## src/rtl/illum_ssd_pkg.sv

```systemverilog
// Shared definitions for the seven-segment frame capture block.
//   - Active-low glyph constants {g,f,e,d,c,b,a} for hex digits, blank and
//     the encrypted-digit symbol.
//   - Two-bit glyph class codes.
//   - Capture FSM state encoding.
package illum_ssd_pkg;

  localparam logic [6:0] GLYPH_0     = 7'h40;
  localparam logic [6:0] GLYPH_1     = 7'h79;
  localparam logic [6:0] GLYPH_2     = 7'h24;
  localparam logic [6:0] GLYPH_3     = 7'h30;
  localparam logic [6:0] GLYPH_4     = 7'h19;
  localparam logic [6:0] GLYPH_5     = 7'h12;
  localparam logic [6:0] GLYPH_6     = 7'h02;
  localparam logic [6:0] GLYPH_7     = 7'h78;
  localparam logic [6:0] GLYPH_8     = 7'h00;
  localparam logic [6:0] GLYPH_9     = 7'h10;
  localparam logic [6:0] GLYPH_A     = 7'h08;
  localparam logic [6:0] GLYPH_B     = 7'h03;
  localparam logic [6:0] GLYPH_C     = 7'h46;
  localparam logic [6:0] GLYPH_D     = 7'h21;
  localparam logic [6:0] GLYPH_E     = 7'h06;
  localparam logic [6:0] GLYPH_F     = 7'h0E;
  localparam logic [6:0] GLYPH_BLANK = 7'h7F;
  // Only segment g lit: the symbol the game shows for an encrypted digit.
  localparam logic [6:0] GLYPH_ENC   = 7'b0111111;

  localparam logic [1:0] CLS_HEX     = 2'b00;
  localparam logic [1:0] CLS_BLANK   = 2'b01;
  localparam logic [1:0] CLS_ENC     = 2'b10;
  localparam logic [1:0] CLS_ILLEGAL = 2'b11;

  typedef enum logic [1:0] {
    ST_IDLE   = 2'd0,
    ST_SETTLE = 2'd1,
    ST_HOLD   = 2'd2
  } cap_state_t;

endpackage

```

## src/rtl/ssd_glyph_decode.sv

```systemverilog
// Combinational decode of one active-low seven-segment glyph.
// Ports:
//   i_glyph  [6:0]  active-low segments {g,f,e,d,c,b,a}
//   o_class  [1:0]  00 hex, 01 blank, 10 encrypted, 11 illegal
//   o_nibble [3:0]  digit value for class 00, otherwise 0
// Configuration macro: SSD_ENC_DECODE_EN -- when defined the encrypted-digit
// glyph decodes as class 10; when undefined it falls through to illegal.
module ssd_glyph_decode
  import illum_ssd_pkg::*;
(
  input  logic [6:0] i_glyph,
  output logic [1:0] o_class,
  output logic [3:0] o_nibble
);

  always_comb begin
    o_class  = CLS_HEX;
    o_nibble = 4'h0;
    case (i_glyph)
      GLYPH_0:     o_nibble = 4'h0;
      GLYPH_1:     o_nibble = 4'h1;
      GLYPH_2:     o_nibble = 4'h2;
      GLYPH_3:     o_nibble = 4'h3;
      GLYPH_4:     o_nibble = 4'h4;
      GLYPH_5:     o_nibble = 4'h5;
      GLYPH_6:     o_nibble = 4'h6;
      GLYPH_7:     o_nibble = 4'h7;
      GLYPH_8:     o_nibble = 4'h8;
      GLYPH_9:     o_nibble = 4'h9;
      GLYPH_A:     o_nibble = 4'hA;
      GLYPH_B:     o_nibble = 4'hB;
      GLYPH_C:     o_nibble = 4'hC;
      GLYPH_D:     o_nibble = 4'hD;
      GLYPH_E:     o_nibble = 4'hE;
      GLYPH_F:     o_nibble = 4'hF;
      GLYPH_BLANK: o_class  = CLS_BLANK;
`ifdef SSD_ENC_DECODE_EN
      GLYPH_ENC:   o_class  = CLS_ENC;
`endif
      default:     o_class  = CLS_ILLEGAL;
    endcase
  end

endmodule

```

## src/rtl/ssd_frame_capture.sv

```systemverilog
// Receive end of the 8-digit seven-segment display bus. Samples the 56
// segment lines, waits for the frame to settle, decodes each glyph and
// presents every new stable frame to a consumer.
// Ports:
//   clk         system clock
//   rst         asynchronous active-low reset
//   hex_in      [55:0] {HEX7..HEX0}, each active-low {g,f,e,d,c,b,a}
//   cap_ack     consumer accepts the held frame
//   cap_valid   a captured frame is held on cap_*
//   cap_digits  [31:0] decoded nibbles, [31:28]=HEX7 .. [3:0]=HEX0
//   cap_class   [15:0] 2-bit class per digit, same order
//   drop_cnt    [DROP_W-1:0] saturating count of stable distinct frames
//               missed while a frame was held
//   state_dbg   [1:0] current FSM state (debug visibility)
// Handshake: cap_valid rises with the frame and stays up, with cap_* frozen,
// until cap_ack is sampled high; cap_valid then drops for at least one cycle.
// cap_ack while cap_valid is low has no effect.
// Configuration macro: SSD_ENC_DECODE_EN (handled in ssd_glyph_decode).
module ssd_frame_capture
  import illum_ssd_pkg::*;
#(
  parameter int STABLE_CYCLES = 4,
  parameter int DROP_W        = 8
) (
  input  logic              clk,
  input  logic              rst,
  input  logic [55:0]       hex_in,
  input  logic              cap_ack,
  output logic              cap_valid,
  output logic [31:0]       cap_digits,
  output logic [15:0]       cap_class,
  output logic [DROP_W-1:0] drop_cnt,
  output logic [1:0]        state_dbg
);

  localparam logic [7:0]        STAB_MAX = 8'(STABLE_CYCLES);
  localparam logic [DROP_W-1:0] DROP_MAX = {DROP_W{1'b1}};

  logic [55:0]       r_hex_q;
  logic [7:0]        r_stab_cnt;
  logic [7:0]        w_stab_nxt;
  logic              r_stab_new;
  logic [55:0]       r_last;
  logic              r_last_vld;
  cap_state_t        r_state;
  logic              r_cap_valid;
  logic [31:0]       r_cap_digits;
  logic [15:0]       r_cap_class;
  logic [DROP_W-1:0] r_drop_cnt;
  logic [31:0]       w_digits;
  logic [15:0]       w_class;
  logic              w_stable;
  logic              w_distinct;

  // The counter is compared against the incoming sample so it clears on the
  // same edge that loads a new value into r_hex_q; this keeps capture latency
  // at STABLE_CYCLES+1 edges after the first sample.
  always_comb begin
    w_stab_nxt = r_stab_cnt;
    if (hex_in != r_hex_q)
      w_stab_nxt = 8'd0;
    else if (r_stab_cnt != STAB_MAX)
      w_stab_nxt = r_stab_cnt + 8'd1;
  end

  assign w_stable   = (r_stab_cnt == STAB_MAX);
  // An empty last-captured register makes any stable frame distinct.
  assign w_distinct = !r_last_vld || (r_hex_q != r_last);

  genvar g;
  generate
    for (g = 0; g < 8; g++) begin : g_dec
      ssd_glyph_decode u_dec (
        .i_glyph  (r_hex_q[7*g +: 7]),
        .o_class  (w_class[2*g +: 2]),
        .o_nibble (w_digits[4*g +: 4])
      );
    end
  endgenerate

  always_ff @(posedge clk or negedge rst) begin
    if (!rst) begin
      r_hex_q    <= '0;
      r_stab_cnt <= '0;
      r_stab_new <= 1'b0;
    end else begin
      r_hex_q    <= hex_in;
      r_stab_cnt <= w_stab_nxt;
      // One-cycle marker: the counter reached its limit on this edge, so each
      // stable run is reported exactly once to the overrun logic.
      r_stab_new <= (w_stab_nxt == STAB_MAX) && (r_stab_cnt != STAB_MAX);
    end
  end

  always_ff @(posedge clk or negedge rst) begin
    if (!rst) begin
      r_state      <= ST_IDLE;
      r_cap_valid  <= 1'b0;
      r_cap_digits <= '0;
      r_cap_class  <= '0;
      r_last       <= '0;
      r_last_vld   <= 1'b0;
      r_drop_cnt   <= '0;
    end else begin
      case (r_state)
        ST_IDLE: begin
          if (!w_stable)
            r_state <= ST_SETTLE;
        end
        ST_SETTLE: begin
          if (w_stable) begin
            if (w_distinct) begin
              r_cap_digits <= w_digits;
              r_cap_class  <= w_class;
              r_last       <= r_hex_q;
              r_last_vld   <= 1'b1;
              r_cap_valid  <= 1'b1;
              r_state      <= ST_HOLD;
            end else begin
              r_state <= ST_IDLE;
            end
          end
        end
        ST_HOLD: begin
          if (cap_ack) begin
            r_cap_valid <= 1'b0;
            r_state     <= w_distinct ? ST_SETTLE : ST_IDLE;
          end else if (r_stab_new && w_distinct && (r_drop_cnt != DROP_MAX)) begin
            // A frame that settles in the same cycle as the ack is not lost:
            // it is captured right after the ack instead.
            r_drop_cnt <= r_drop_cnt + DROP_W'(1);
          end
        end
        default: r_state <= ST_IDLE;
      endcase
    end
  end

  assign cap_valid  = r_cap_valid;
  assign cap_digits = r_cap_digits;
  assign cap_class  = r_cap_class;
  assign drop_cnt   = r_drop_cnt;
  assign state_dbg  = r_state;

endmodule
```

## config.mk

```make
export PLATFORM = sky130hd
export DESIGN_NAME = ssd_frame_capture
export DESIGN_NICKNAME = d
export VERILOG_FILES = /design/src/rtl/illum_ssd_pkg.sv /design/src/rtl/ssd_glyph_decode.sv /design/src/rtl/ssd_frame_capture.sv
export SDC_FILE = /design/constraint.sdc
export NUM_CORES = 1
export LEC_CHECK = 0
export BUFFER_PORTS_ARGS = -buffer_cell sky130_fd_sc_hd__buf_4
export CAP_MARGIN = 15
export CORE_MARGIN = 4
export CORE_UTILIZATION = 30
export DETAILED_ROUTE_END_ITERATION = 8
export PLACE_DENSITY = 0.45
export SLEW_MARGIN = 25
export SYNTH_ARGS = -nofsm -noshare
export SYNTH_HDL_FRONTEND = slang
export SYNTH_SLANG_ARGS = --single-unit
export TNS_END_PERCENT = 20
```

## constraint.sdc

```tcl
create_clock -name clk -period 6.03 [get_ports clk]
set_clock_uncertainty 0.05 [all_clocks]
set_input_delay 0.9045 -clock clk [delete_from_list [all_inputs] [get_ports clk]]
set_output_delay 0.9045 -clock clk [all_outputs]
set_load 0.01 [all_outputs]
```

==> qor.tcl <==
set qor(final_instance_count_without_filler_cells) 1666
set qor(synth_seq_area_share_pct) 44.0
set qor(fraction_of_met1_tracks_used_by_global_routing_pct) 24.7
set qor(route.final.wire_length_um) 30600
set qor(critical-path-max-stage-delay_ns) 0.60
set qor(synth_largest_area_cell) {sky130_fd_sc_hd__dfrtp_1}
set qor(worstSetupStartpoint) {r_hex_q[33]}
set qor(critical_path_cell_count) 8
set qor(cts_made_buffers) 17
set qor(layout.cell_area.non_filler_sq_mm) 0.0119
set qor(ranking_of_synthesized_cells_by_area) {sky130_fd_sc_hd__dfrtp_1, sky130_fd_sc_hd__nand2_1, sky130_fd_sc_hd__xnor2_1}
set qor(most_frequent_cell_after_synthesis) {sky130_fd_sc_hd__nand2_1}
set qor(drt_first_pass_iters) 5
set qor(netlist.area_leader.share_pct) 44.0
set qor(grt_pass1_vias) 7766
set qor(critical-path-top-delay-family) {buffers and inverters}
set qor(pwr_density_cell_mw_per_mm2) 230
set qor(post-route-period-util_pct) 53.8
set qor(core-area_sq_mm) 0.0337
set qor(async_sr_flop_fraction_pct) 100
set qor(dp.cells) 1635
set qor(pin_slew_with_the_least_headroom_to_its_limit_ns) 0.766
set qor(pin_count_of_the_biggest_net_entering_global_routing) 85
set qor(gr-usage-met3_pct) 2.47
set qor(h-tree-depth) 4
set qor(timing.max_cap.violations) 0
set qor(number_of_clock_sinks) 181
set qor(drtIter0Drc) 512
set qor(number_of_antenna_violations_at_the_first_check_in_global_routing) 0
set qor(critPathCaptureType) {flip-flop}
set qor(mappedNetlistNets) 1229
set qor(timing.critical_path.from_type) {flip-flop}
set qor(design_power_total_mw) 2.75
set qor(die_width_um) 193
set qor(clockBufferDepth) 2
set qor(route.antenna.remaining_nets) 0
set qor(dpl.hpwl_um) 21800
set qor(regToRegEndpoint) {cap_digits[17]}
set qor(synth_top_flop_cell) {sky130_fd_sc_hd__dfrtp_1}
set qor(maxSlewViolCount) 0
set qor(root_buffer) {sky130_fd_sc_hd__clkbuf_16}
set qor(rel_slew_slack_pct) 49.0
set qor(initial_utilization_pct) 30.5
set qor(drc) 0
set qor(grt_setup_unrepaired) {no}
set qor(grt.met2_usage_pct) 24.8
set qor(crit_end) {cap_digits[17]}
set qor(worstPathMaxFanout) 68
set qor(timing.setup.critical_path_class) {reg -> reg}
set qor(filler_cell_count) 3451
set qor(worst-path-buf-inv) 2
set qor(area.growth.synth_to_final_pct) 16.0
set qor(dieHeight_um) 193
set qor(post_synth_num_cell_types) 78
set qor(gp_congestion) 0.795
set qor(fin_crit_ns) 3.25
set qor(antenna_cells) 0
set qor(final_layout_size_suffix_gt1_share_pct) 14.4
set qor(synth-edff-count) 0
set qor(viasPerCell) 5.05
set qor(post_cts_resize_count) 0
set qor(synth-warning-count) 0
set qor(post_place_instance_area_sq_mm) 0.0113
set qor(detailroute.via_count) 8420
set qor(worstPathArrival_ns) 3.52
set qor(max_clock_freq_mhz) 308
set qor(synth_commonest_cells) {sky130_fd_sc_hd__nand2_1, sky130_fd_sc_hd__dfrtp_1, sky130_fd_sc_hd__nor2_1, sky130_fd_sc_hd__xnor2_1, sky130_fd_sc_hd__clkbuf_1}
set qor(rr_worst_depth) 8
set qor(die_area_sq_mm) 0.0373
set qor(post_cts_buffers) 0
set qor(first_pass_grt_wire_length_um) 47200
set qor(hp-class) {reg -> reg}
set qor(cts.hold.buffers_added) 0
set qor(clk_latency_ns) 0.44
set qor(syn_inst) 1167
set qor(final_nets) 1268
set qor(critPathSlowestCell) {sky130_fd_sc_hd__buf_4}
set qor(clk_pin_slew_worst_paths_ns) 0.08
set qor(globalRouteTotalUtil_pct) 16.4
set qor(most_used_layer_global_route) {met2}
set qor(regToRegSetupSlack_ns) 2.78
set qor(r2r_start) {r_hex_q[33]}
set qor(power.static_leakage_nw) 5.16
set qor(fin_hold_viols) 0
set qor(post_synth_instance_area_sq_mm) 0.0103
set qor(setup-violations-final) 0
set qor(detail_route.wl_per_cell_um) 18.3
set qor(cts_tree) {done}
set qor(io_buffers) 117
set qor(top_level_ports) 118
set qor(power.ir.vdd_worst_uv) 198
set qor(setup_total_negative_slack_ns) 0
set qor(avgSynthCellArea_sq_um) 8.81
set qor(overflow) 0
set qor(outcome) {complete, no violations}
set qor(num_rows) 67
set qor(worstPathCellList) {clkinv_1 -> o2bb2ai_1 -> nor4_1 -> nand4_1 -> o21ai_4 -> buf_4 -> a21oi_1 -> a21o_1}
set qor(critical_path_required_ns) 6.30
set qor(postSynthRegisterBits) 181
[routing by layer]
| layer | up-vias | part of all wire, % | wire [um] |
|---|---|---|---|
| met5 | - | 0 | 0 |
| met4 | 0 | 1.1 | 344 |
| met3 | 18 | 4.4 | 1340 |
| met2 | 229 | 46 | 13900 |
| met1 | 4029 | 49 | 14900 |
| li1 | 4144 | - | - |
[registers in the layout, summed over array words and instances, names as in the netlist, 2 cells and up]
name,count
cap_class,16
cap_digits,32
drop_cnt,8
r_hex_q,56
r_last,56
r_stab_cnt,8
state_dbg,2
[cells by family (layout without fill, tap and decap cells)]
| kind of cell | Yosys count | in the layout | synth area share (%) |
|---|---|---|---|
| mux | 19 | 19 | 2.38 |
| compound gates | 203 | 203 | 12.7 |
| flops | 181 | 181 | 44.0 |
| fa+ha+maj | 3 | 3 | 0.365 |
| xor+xnor | 121 | 121 | 10.3 |
| simple gates | 516 | 516 | 24.8 |
| buf+inv | 124 | 175 | 5.46 |
[final cells by class]
class	instances	area [sq um]	area share [%]
clock buffer	21	460	3.86
clock inverter	10	146	1.23
inverter	21	78.8	0.661
multi-input combinational	862	5210	43.7
sequential	181	4530	38.0
tap	448	561	4.70
timing repair buffer	123	942	7.90
[power by group]
group	internal (mW)	switching (mW)	total, mW
Clock	0.678	0.511	1.19
Sequential	1.23	0.0876	1.32
Combinational	0.105	0.132	0.238
Total	2.01	0.731	2.75
[stage by stage]
stage	utilization, %	hold slack, ns	worst slack, ns
3_5_place_dp	33.6	0.403	2.82
3_3_place_gp	33.6	0.407	2.80
4_1_cts	35.4	0.424	2.80
5_1_grt	35.4	0.448	2.57
2_1_floorplan	-	0.385	3.76
6_report	35.4	0.427	2.78
[worst min path at each step]
stage / start / to / slack (ns) / cells past startpoint
2_1_floorplan: r_last_vld / r_last_vld / 0.38 / 1
3_3_place_gp: r_last_vld / r_last_vld / 0.41 / 1
3_5_place_dp: r_last_vld / r_last_vld / 0.40 / 1
4_1_cts: r_last_vld / r_last_vld / 0.42 / 1
5_1_grt: cap_class[15] / cap_class[15] / 0.45 / 2
6_report: cap_class[15] / cap_class[15] / 0.43 / 2
[worst reg2reg max path, delay by kind of cell, from the launching register on]
family	cells	cell delay, ns
and+or+nand+nor	2	0.77
buffers and inverters	2	0.96
AOI/OAI and AO/OA	4	0.84
DFF	1	0.52
[cells in the final DEF, fill, tap and decap left out, types with 14 or more instances in the layout]
cell type,count
sky130_fd_sc_hd__nand3b_1,14
sky130_fd_sc_hd__nor2_1,77
sky130_fd_sc_hd__nand2b_1,19
sky130_fd_sc_hd__nand2_1,214
sky130_fd_sc_hd__a21oi_1,39
sky130_fd_sc_hd__clkbuf_16,17
sky130_fd_sc_hd__nor3_1,37
sky130_fd_sc_hd__inv_1,20
sky130_fd_sc_hd__nor2b_1,16
sky130_fd_sc_hd__dfrtp_1,181
sky130_fd_sc_hd__buf_4,121
sky130_fd_sc_hd__nor4_1,25
sky130_fd_sc_hd__nand4_1,33
sky130_fd_sc_hd__o21ai_0,64
sky130_fd_sc_hd__xor2_1,45
sky130_fd_sc_hd__xnor2_1,76
sky130_fd_sc_hd__a31oi_1,18
sky130_fd_sc_hd__nand3_1,22
No activity file was read; power rests on OpenSTA's default activity.
